--- config.mk ---
export PLATFORM = sky130hd
export DESIGN_NAME = idli_sqi_m
export DESIGN_NICKNAME = d
export VERILOG_FILES = /design/src/rtl/idli_sqi_m.sv
export SDC_FILE = /design/constraint.sdc
export NUM_CORES = 1
export LEC_CHECK = 0
export CORE_MARGIN = 2
export CORE_UTILIZATION = 45
export CTS_CLUSTER_SIZE = 24
export DETAILED_ROUTE_END_ITERATION = 10
export HOLD_SLACK_MARGIN = 0.08
export PLACE_DENSITY = 0.78
export SYNTH_ARGS = -nofsm -noshare
export SYNTH_HDL_FRONTEND = slang
export SYNTH_SLANG_ARGS = --single-unit
--- constraint.sdc ---
create_clock -name i_sqi_gck -period 2.6 [get_ports i_sqi_gck]
set_input_delay 0.52 -clock i_sqi_gck [delete_from_list [all_inputs] [get_ports i_sqi_gck]]
set_output_delay 0.52 -clock i_sqi_gck [all_outputs]
set_load 0.01 [all_outputs]
--- src/rtl/idli_sqi_m.sv ---
// Quad-SPI (SQI) SRAM master: nibble-serial 16b address in, SQI read/write frame out.
// Define IDLI_SQI_WRITE_EN to build write support; otherwise every request is a read.
module idli_sqi_m (
  input  logic       i_sqi_gck,
  input  logic       i_sqi_rst,
  input  logic       i_sqi_req,
  input  logic       i_sqi_wr,
  input  logic [3:0] i_sqi_addr,
  input  logic [3:0] i_sqi_wdata,
  output logic       o_sqi_wdata_rdy,
  output logic [3:0] o_sqi_rdata,
  output logic       o_sqi_rdata_vld,
  output logic       o_sqi_busy,
  output logic       o_sqi_done,
  output logic       o_sqi_cs_n,
  output logic       o_sqi_sck_en,
  output logic [3:0] o_sqi_sio,
  output logic       o_sqi_sio_oe,
  input  logic [3:0] i_sqi_sio
);

  typedef enum logic [2:0] {
    StIdle, StCmd, StAddrHi, StAddr, StDummy, StRdata, StWdata, StEnd
  } state_e;

  state_e      state_q;
  logic [3:0]  k_q;
  logic        wr_q;
  logic [15:0] addr_buf_q;
  logic        wr_req;

`ifdef IDLI_SQI_WRITE_EN
  assign wr_req = i_sqi_wr;
`else
  logic unused_wr;
  assign wr_req    = 1'b0;
  assign unused_wr = ^{i_sqi_wr, i_sqi_wdata};
`endif

  // k_q holds the current cycle index k; each branch registers the outputs for k+1.
  always_ff @(posedge i_sqi_gck) begin
    if (i_sqi_rst) begin
      state_q         <= StIdle;
      k_q             <= 4'd0;
      wr_q            <= 1'b0;
      o_sqi_wdata_rdy <= 1'b0;
      o_sqi_rdata     <= 4'h0;
      o_sqi_rdata_vld <= 1'b0;
      o_sqi_busy      <= 1'b0;
      o_sqi_done      <= 1'b0;
      o_sqi_cs_n      <= 1'b1;
      o_sqi_sck_en    <= 1'b0;
      o_sqi_sio       <= 4'h0;
      o_sqi_sio_oe    <= 1'b0;
    end else begin
      o_sqi_rdata_vld <= 1'b0;
      o_sqi_done      <= 1'b0;
      o_sqi_wdata_rdy <= 1'b0;
      if (state_q != StIdle) k_q <= k_q + 4'd1;

      // Address nibbles 1..3 arrive while the command and high address byte go out
      if ((state_q == StCmd || state_q == StAddrHi) && k_q <= 4'd3) begin
        case (k_q[1:0])
          2'd1:    addr_buf_q[7:4]   <= i_sqi_addr;
          2'd2:    addr_buf_q[11:8]  <= i_sqi_addr;
          2'd3:    addr_buf_q[15:12] <= i_sqi_addr;
          default: ;
        endcase
      end

      case (state_q)
        StIdle: begin
          if (i_sqi_req) begin
            state_q         <= StCmd;
            k_q             <= 4'd1;
            wr_q            <= wr_req;
            addr_buf_q[3:0] <= i_sqi_addr;
            o_sqi_busy      <= 1'b1;
            o_sqi_cs_n      <= 1'b0;
            o_sqi_sck_en    <= 1'b1;
            o_sqi_sio_oe    <= 1'b1;
            o_sqi_sio       <= 4'h0;
          end
        end
        StCmd: begin
          if (k_q == 4'd1) begin
            o_sqi_sio <= wr_q ? 4'h2 : 4'h3;
          end else begin
            state_q   <= StAddrHi;
            o_sqi_sio <= 4'h0;
          end
        end
        StAddrHi: begin
          if (k_q == 4'd3) begin
            o_sqi_sio <= 4'h0;
          end else begin
            state_q   <= StAddr;
            o_sqi_sio <= addr_buf_q[15:12];
          end
        end
        StAddr: begin
          case (k_q)
            4'd5: o_sqi_sio <= addr_buf_q[11:8];
            4'd6: o_sqi_sio <= addr_buf_q[7:4];
            4'd7: begin
              o_sqi_sio       <= addr_buf_q[3:0];
              o_sqi_wdata_rdy <= wr_q;
            end
            default: begin
`ifdef IDLI_SQI_WRITE_EN
              if (wr_q) begin
                state_q         <= StWdata;
                o_sqi_sio       <= i_sqi_wdata;
                o_sqi_wdata_rdy <= 1'b1;
              end else
`endif
              begin
                state_q      <= StDummy;
                o_sqi_sio_oe <= 1'b0;
                o_sqi_sio    <= 4'h0;
              end
            end
          endcase
        end
        StDummy: begin
          if (k_q == 4'd10) state_q <= StRdata;
        end
        StRdata: begin
          o_sqi_rdata     <= i_sqi_sio;
          o_sqi_rdata_vld <= 1'b1;
          if (k_q == 4'd14) begin
            state_q      <= StEnd;
            o_sqi_sck_en <= 1'b0;
            o_sqi_cs_n   <= 1'b1;
            o_sqi_done   <= 1'b1;
          end
        end
`ifdef IDLI_SQI_WRITE_EN
        StWdata: begin
          if (k_q <= 4'd11) begin
            o_sqi_sio       <= i_sqi_wdata;
            o_sqi_wdata_rdy <= (k_q <= 4'd10);
          end else begin
            state_q      <= StEnd;
            o_sqi_sck_en <= 1'b0;
            o_sqi_cs_n   <= 1'b1;
            o_sqi_sio_oe <= 1'b0;
            o_sqi_sio    <= 4'h0;
            o_sqi_done   <= 1'b1;
          end
        end
`endif
        StEnd: begin
          state_q    <= StIdle;
          k_q        <= 4'd0;
          o_sqi_busy <= 1'b0;
        end
        default: state_q <= StIdle;
      endcase
    end
  end

endmodule

==> results of run 1 <==
[power groups by stage]
stage | logic [W] | registers, W | clock network, W
after floorplan | 0.000325 | 0.000738 | 0
after global placement | 0.000427 | 0.000764 | 0
after detailed placement | 0.000444 | 0.000770 | 0
after CTS | 0.000449 | 0.000757 | 0.000319
after global routing | 0.000496 | 0.000770 | 0.000339
final | 0.000451 | 0.000759 | 0.000310
[layer usage]
metal	vias to the layer above	routed length (um)
met5	-	0
met4	0	102
met3	12	332
met2	70	1681
met1	606	1341
li1	588	-
[per-stage QoR]
step	instance area (um^2)	hold WS, ns	utilization
final	1897	0.4851	0.5640
after global routing	1897	0.5010	0.5640
after CTS	1897	0.4907	0.5640
after detailed placement	1837	0.4644	0.5461
after global placement	1837	0.4490	0.5461
after floorplan	1579	0.4544	-
[path summary, 6_finish.rpt]
check | slack (ns) | cells after the start | end | start
worst max-delay path | 0.46 | 5 | o_sqi_sio[3] | k_q[0]
worst min-delay path | 0.49 | 1 | o_sqi_cs_n | o_sqi_cs_n
worst max register to register | 0.46 | 5 | o_sqi_sio[3] | k_q[0]
worst min register to register | 0.49 | 1 | o_sqi_cs_n | o_sqi_cs_n
[cell usage after synthesis (2+ instances only)]
| library cell | count | share of area |
|---|---|---|
| buf_4 | 2 | 0.0095 |
| nand3_1 | 3 | 0.0095 |
| and2_1 | 2 | 0.0079 |
| mux2i_1 | 4 | 0.025 |
| o21ai_0 | 2 | 0.0063 |
| edfxtp_1 | 16 | 0.30 |
| nor2b_1 | 3 | 0.012 |
| a21oi_1 | 8 | 0.025 |
| a222oi_1 | 4 | 0.025 |
| inv_1 | 5 | 0.012 |
| a31oi_1 | 2 | 0.0079 |
| nor2_1 | 11 | 0.026 |
| nor3_1 | 5 | 0.016 |
| a2bb2oi_1 | 2 | 0.011 |
| ha_1 | 3 | 0.024 |
| a21o_1 | 2 | 0.0095 |
| buf_2 | 5 | 0.016 |
| nand2_1 | 11 | 0.026 |
| clkbuf_1 | 2 | 0.0048 |
| a311oi_1 | 3 | 0.017 |
| nand2b_1 | 4 | 0.016 |
| nor3b_1 | 2 | 0.0095 |
| nor4_1 | 2 | 0.0079 |
| a221o_1 | 2 | 0.013 |
| a211oi_1 | 2 | 0.0095 |
| dfxtp_1 | 21 | 0.27 |
| or3_1 | 2 | 0.0079 |
[final cells by class]
| class | count | area share |
|---|---|---|
| clock buffers | 5 | 0.01979 |
| clock inverters | 3 | 0.01187 |
| inverters | 5 | 0.009894 |
| multi-input cells | 94 | 0.3226 |
| flip-flops and latches | 37 | 0.4749 |
| well taps | 46 | 0.03034 |
| repair buffers | 25 | 0.1306 |
[flip-flops by register name, indices dropped and copies added, names as in the netlist]
signal	flops
addr_buf_q	16
k_q	4
o_sqi_busy	1
o_sqi_cs_n	1
o_sqi_done	1
o_sqi_rdata	4
o_sqi_rdata_vld	1
o_sqi_sck_en	1
o_sqi_sio	4
o_sqi_sio_oe	1
state_q	3
[cells by family after synthesis]
family,count (synthesis),share of synthesized area
simple gates,52,0.1727
buf+inv,14,0.04199
compound gates,34,0.1632
mux,4,0.02536
other cells,1,0.002375
fa+ha+maj,3,0.02377
flops,37,0.5705
==> run summary, run 1 <==
clock sink count: 37
WL per Instance: 16.08 um
Reg power frac: 0.500
Initial Util: 0.4695
minimum clock period: 2.137 ns
crit path capture type: flip-flop
Crit Path Max Fanout: 10
CP arrival: 2.43 ns
sequential-to-total area share from yosys stat: 0.5705
Mapped Cells: 145
Synth Net Count: 164
Startpoint Class: flip-flop
clock group share of total power: 0.204
register area: 900.9 um^2
P&R area growth vs syn: 20.13%
met2 usage in global routing: 0.3138
CTS Buffer Depth: 2
htree depth: 2
busiest grt layer: met2
Net Sw Frac: 0.3516
worst vdd ir: 0.4452 mV
setup ws final: 0.4634 ns
syn_area_per_cell: 10.89 um^2
# hold bufs at CTS: 0
Rel. slew slack: 0.4996
gr usage total: 0.1898
number of antenna diodes: 0
I/O pin count: 31
status: completed
Tot Pwr: 0.001519 W
CTS tree: built
met3 usage: 0.07321
Routed WL: 3457 um
top_reg_cell synth: dfxtp_1
DR DRC count: 0
non-filler cells, final: 215
layout cells sized above 1: 0.06509
crit path cell chain: ha_1, nor3_1, or3b_1, or3_1, a31oi_1
Nets: 187
post-CTS sizing: 0
Core ar.: 3363 um^2
CP Class: reg2reg
Placed Instances: 207
GP Congestion: 0.8058
die footprint: 3999 um^2
hpwl dp: 2447 um
Unique masters post-synth: 42
Filler Cell Count: 308
Logic pwr share: 0.297
CP max stage cell: dfxtp_1
post-synthesis cell area: 1579 um^2
Setup TNS: 0 ns
Tcrit/Tclk final: 0.8218
Setup Fix Bufs, Post-CTS: 0
worst-margin pin slew: 0.7487 ns
clock slew seen by the registers of the worst setup and hold paths: 0.12 ns
cell internal pwr: 0.0009852 W
Iteration-0 DRC Markers: 81
via count of the first global-routing pass: 1294
# Max-Cap Violations: 0
via count: 1276
ys async rst share: 0
Static Leak: 0.6743 nW
RSZ-0062 raised after global routing: no
GRT Residual Overflow: 0
vias per cell: 5.935
CTS buffer count: 5
Psw: 0.0005342 W
port bufs: 24
YS warnings: 0
CTS root buf: clkbuf_4
setup skew after layout: 0.01408 ns
Max Slew Vio Count: 0
chip width: 63.24 um
commonest non-fill, non-tap cell in the layout: clkdlybuf4s50_1
highest clock rate: 0.4680 GHz
TritonRoute pass-1 iters: 4
first-pass GRT wire length: 5789 um
initial antenna violation count: 0
HP Class: reg2reg
post-route ant nets: 0
CP bufs+invs: 0
endpoints failing setup: 0
max incr delay on CP: 0.47 ns
Post-synth EDFFs: 16
FF+latch count, synth: 37
Pwr Density: 801.0 nW/um^2
Setup WS pre-CTS: 0.4457 ns
commonest non-fill, non-tap cells in the layout: clkdlybuf4s50_1 (24), dfxtp_1 (21), edfxtp_1 (16)
Rows: 21
Die Y: 63.24 um
pin count of the biggest net entering global routing: 24
Worst-Skew Late Latency: 0.36 ns
multi-input logic area: 611.8 um^2
met1 global-route usage: 0.2065
Req. time, crit path: 2.89 ns
critical path's top delay family: simple AND/OR/NAND/NOR gates
Hold Fails Final Rpt: 0
No activity file was read; power rests on OpenSTA's default activity.
==> inputs of run 2 (changes only) <==
==> constraint.sdc (replaced) <==
create_clock -name i_sqi_gck -period 2 [get_ports i_sqi_gck]
set_input_delay 0.4 -clock i_sqi_gck [delete_from_list [all_inputs] [get_ports i_sqi_gck]]
set_output_delay 0.4 -clock i_sqi_gck [all_outputs]
set_load 0.01 [all_outputs]
==> run 2 against run 1 <==
Maximum frequency up 14%. Register-to-register slack got worse by 0.33 ns. Critical path type unchanged. Combinational power is 41% higher. Critical endpoint is now o_sqi_sio[0].
==> run summary, run 2 (same netlist as run 1, synthesis figures left out) <==
Die Y: 63.24 um (unchanged)
htree depth: 2 (unchanged)
Psw: 0.0007042 W (+32%)
# hold bufs at CTS: 0 (unchanged)
Reg power frac: 0.459 (-0.041)
P&R area growth vs syn: 24.96%
port bufs: 24 (unchanged)
post-CTS sizing: 0 (unchanged)
CP Class: reg2reg
initial antenna violation count: 0 (unchanged)
Logic pwr share: 0.295 (-0.002)
non-filler cells, final: 222 (+3.3%)
minimum clock period: 1.867 ns (-0.2697 ns)
reg2reg setup slack: 0.13 ns (-0.33 ns)
CTS buffer count: 5 (unchanged)
Hold Fails Final Rpt: 0 (unchanged)
cell internal pwr: 0.001449 W (+47%)
R2R Path End: o_sqi_sio[0]
Startpoint Class: flip-flop
Placed Instances: 214 (+3.4%)
crit path capture type: flip-flop
Core ar.: 3363 um^2 (unchanged)
clock slew seen by the registers of the worst setup and hold paths: 0.12 ns (about the same)
post-route ant nets: 0 (unchanged)
GRT Residual Overflow: 0 (unchanged)
clock sink count: 37 (unchanged)
pin count of the biggest net entering global routing: 24 (unchanged)
CTS root buf: clkbuf_4
Pwr Density: 1091 nW/um^2 (+36%)
Req. time, crit path: 2.25 ns (-0.64 ns)
depth of the most critical reg-to-reg path: 7 (+2)
die footprint: 3999 um^2 (unchanged)
vias per cell: 5.793 (-2.4%)
# Max-Cap Violations: 0 (unchanged)
crit path cell chain: inv_1, ha_1, nor3_1, or3b_1, buf_4, nor4_1, a221o_1
Nets: 194 (+3.7%)
commonest non-fill, non-tap cells in the layout: clkdlybuf4s50_1 (24), dfxtp_1 (21), edfxtp_1 (16)
DR DRC count: 0 (unchanged)
gr usage total: 0.1907 (+0.0009093)
HP Class: reg2reg
Rows: 21 (unchanged)
Largest Register: addr_buf_q
hpwl dp: 2533 um (+3.5%)
Tcrit/Tclk final: 0.9335 (+0.1117)
Worst-Skew Late Latency: 0.35 ns (about the same)
Setup Fix Bufs, Post-CTS: 0 (unchanged)
CP arrival: 2.12 ns (-0.31 ns)
WHS Endpoint: o_sqi_cs_n
Crit Path Max Fanout: 7 (-3)
Iteration-0 DRC Markers: 93 (+15%)
Static Leak: 0.7281 nW (+8.0%)
Hold Crit Start: o_sqi_cs_n
max incr delay on CP: 0.48 ns (about the same)
TritonRoute pass-1 iters: 4 (unchanged)
RSZ-0062 raised after global routing: no
WL per Instance: 15.68 um (-2.5%)
I/O pin count: 31 (unchanged)
highest clock rate: 0.5356 GHz (+14%)
WHS Path Cells: 1 (unchanged)
CP max stage cell: dfxtp_1
GP Congestion: 0.8477 (+5.2%)
first-pass GRT wire length: 5823 um (+0.59%)
via count of the first global-routing pass: 1311 (+1.3%)
Critical R2R Launch: k_q[0]
Initial Util: 0.4695 (unchanged)
CTS tree: built
clock group share of total power: 0.246 (+0.042)
Largest register FFs: 16 (unchanged)
status: completed
Routed WL: 3480 um (+0.67%)
number of antenna diodes: 0 (unchanged)
CTS Buffer Depth: 2 (unchanged)
via count: 1286 (+0.78%)
commonest non-fill, non-tap cell in the layout: clkdlybuf4s50_1
endpoints failing setup: 0 (unchanged)
Net Sw Frac: 0.3270 (-0.02453)
Setup TNS: 0 ns (unchanged)
layout cells sized above 1: 0.1023 (+0.03718)
Max Slew Vio Count: 0 (unchanged)
chip width: 63.24 um (unchanged)
setup skew after layout: 0.01448 ns (+0.0004017 ns)
worst vdd ir: 0.5217 mV (+17%)
## run 2: cell types whose count changed in the layout (fill, tap and decap cells not counted), sizes merged
cell / previous run / this run
clkinvlp: 3 / 1
clkinv: 0 / 1
bufinv: 0 / 1
buf: 1 / 8
## run 2: power groups by stage
stage / combinational [W] / sequential [W] / clock (W)
detailed placement: 0.000628 / 0.000998 / 0
finish: 0.000636 / 0.000988 / 0.000529
global placement: 0.000600 / 0.000993 / 0
floorplan: 0.000423 / 0.000959 / 0
global route: 0.000697 / 0.00100 / 0.000580
CTS: 0.000632 / 0.000984 / 0.000540
## run 2: how the worst max path moves through the flow
stage | startpoint | end | slack [ns] | cells past startpoint
after global routing | k_q[0] | o_sqi_sio[0] | 0.004 | 7
after global placement | i_sqi_rst | addr_buf_q[4] | 0.16 | 4
after floorplan | k_q[0] | o_sqi_sio[3] | 0.21 | 7
final | k_q[0] | o_sqi_sio[0] | 0.13 | 7
after detailed placement | i_sqi_rst | addr_buf_q[5] | 0.09 | 4
after CTS | k_q[0] | o_sqi_sio[0] | 0.16 | 7
## run 2: through the flow
| stage | setup WS, ns | hold slack, ns | area (um^2) | power, W | util |
|---|---|---|---|---|---|
| CTS | 0.1598 | 0.4816 | 1973 | 0.002156 | 0.5867 |
| floorplan | 0.2081 | 0.4544 | 1579 | 0.001382 | - |
| global placement | 0.1562 | 0.4513 | 1889 | 0.001593 | 0.5618 |
| finish | 0.1331 | 0.4793 | 1973 | 0.002153 | 0.5867 |
| global route | 0.004147 | 0.5023 | 1973 | 0.002278 | 0.5867 |
| detailed placement | 0.08997 | 0.4552 | 1889 | 0.001626 | 0.5618 |
## run 2: layout make-up
| type | instances | area [um^2] |
|---|---|---|
| clock buffers | 5 | 37.54 |
| clock inverters | 3 | 46.29 |
| fillers | 299 | 1390 |
| inverters | 5 | 18.77 |
| multi-input cells | 94 | 611.8 |
| flip-flops and latches | 37 | 900.9 |
| well taps | 46 | 57.56 |
| repair buffers | 32 | 300.3 |
## run 2: per-layer routing
metal,global-route usage,up-vias,share of wire
li1,-,608,-
met1,0.2208,611,0.43
met2,0.3032,54,0.47
met3,0.06607,13,0.070
met4,0.1168,0,0.033
met5,0,-,0
## run 2: critical path: cells and delay by family, from the launching register on
| family | cells | cell delay [ns] |
|---|---|---|
| AOI/OAI and AO/OA | 1 | 0.26 |
| adders and majority gates | 1 | 0.23 |
| buffers and inverters | 2 | 0.26 |
| DFF | 1 | 0.48 |
| and+or+nand+nor | 3 | 0.53 |
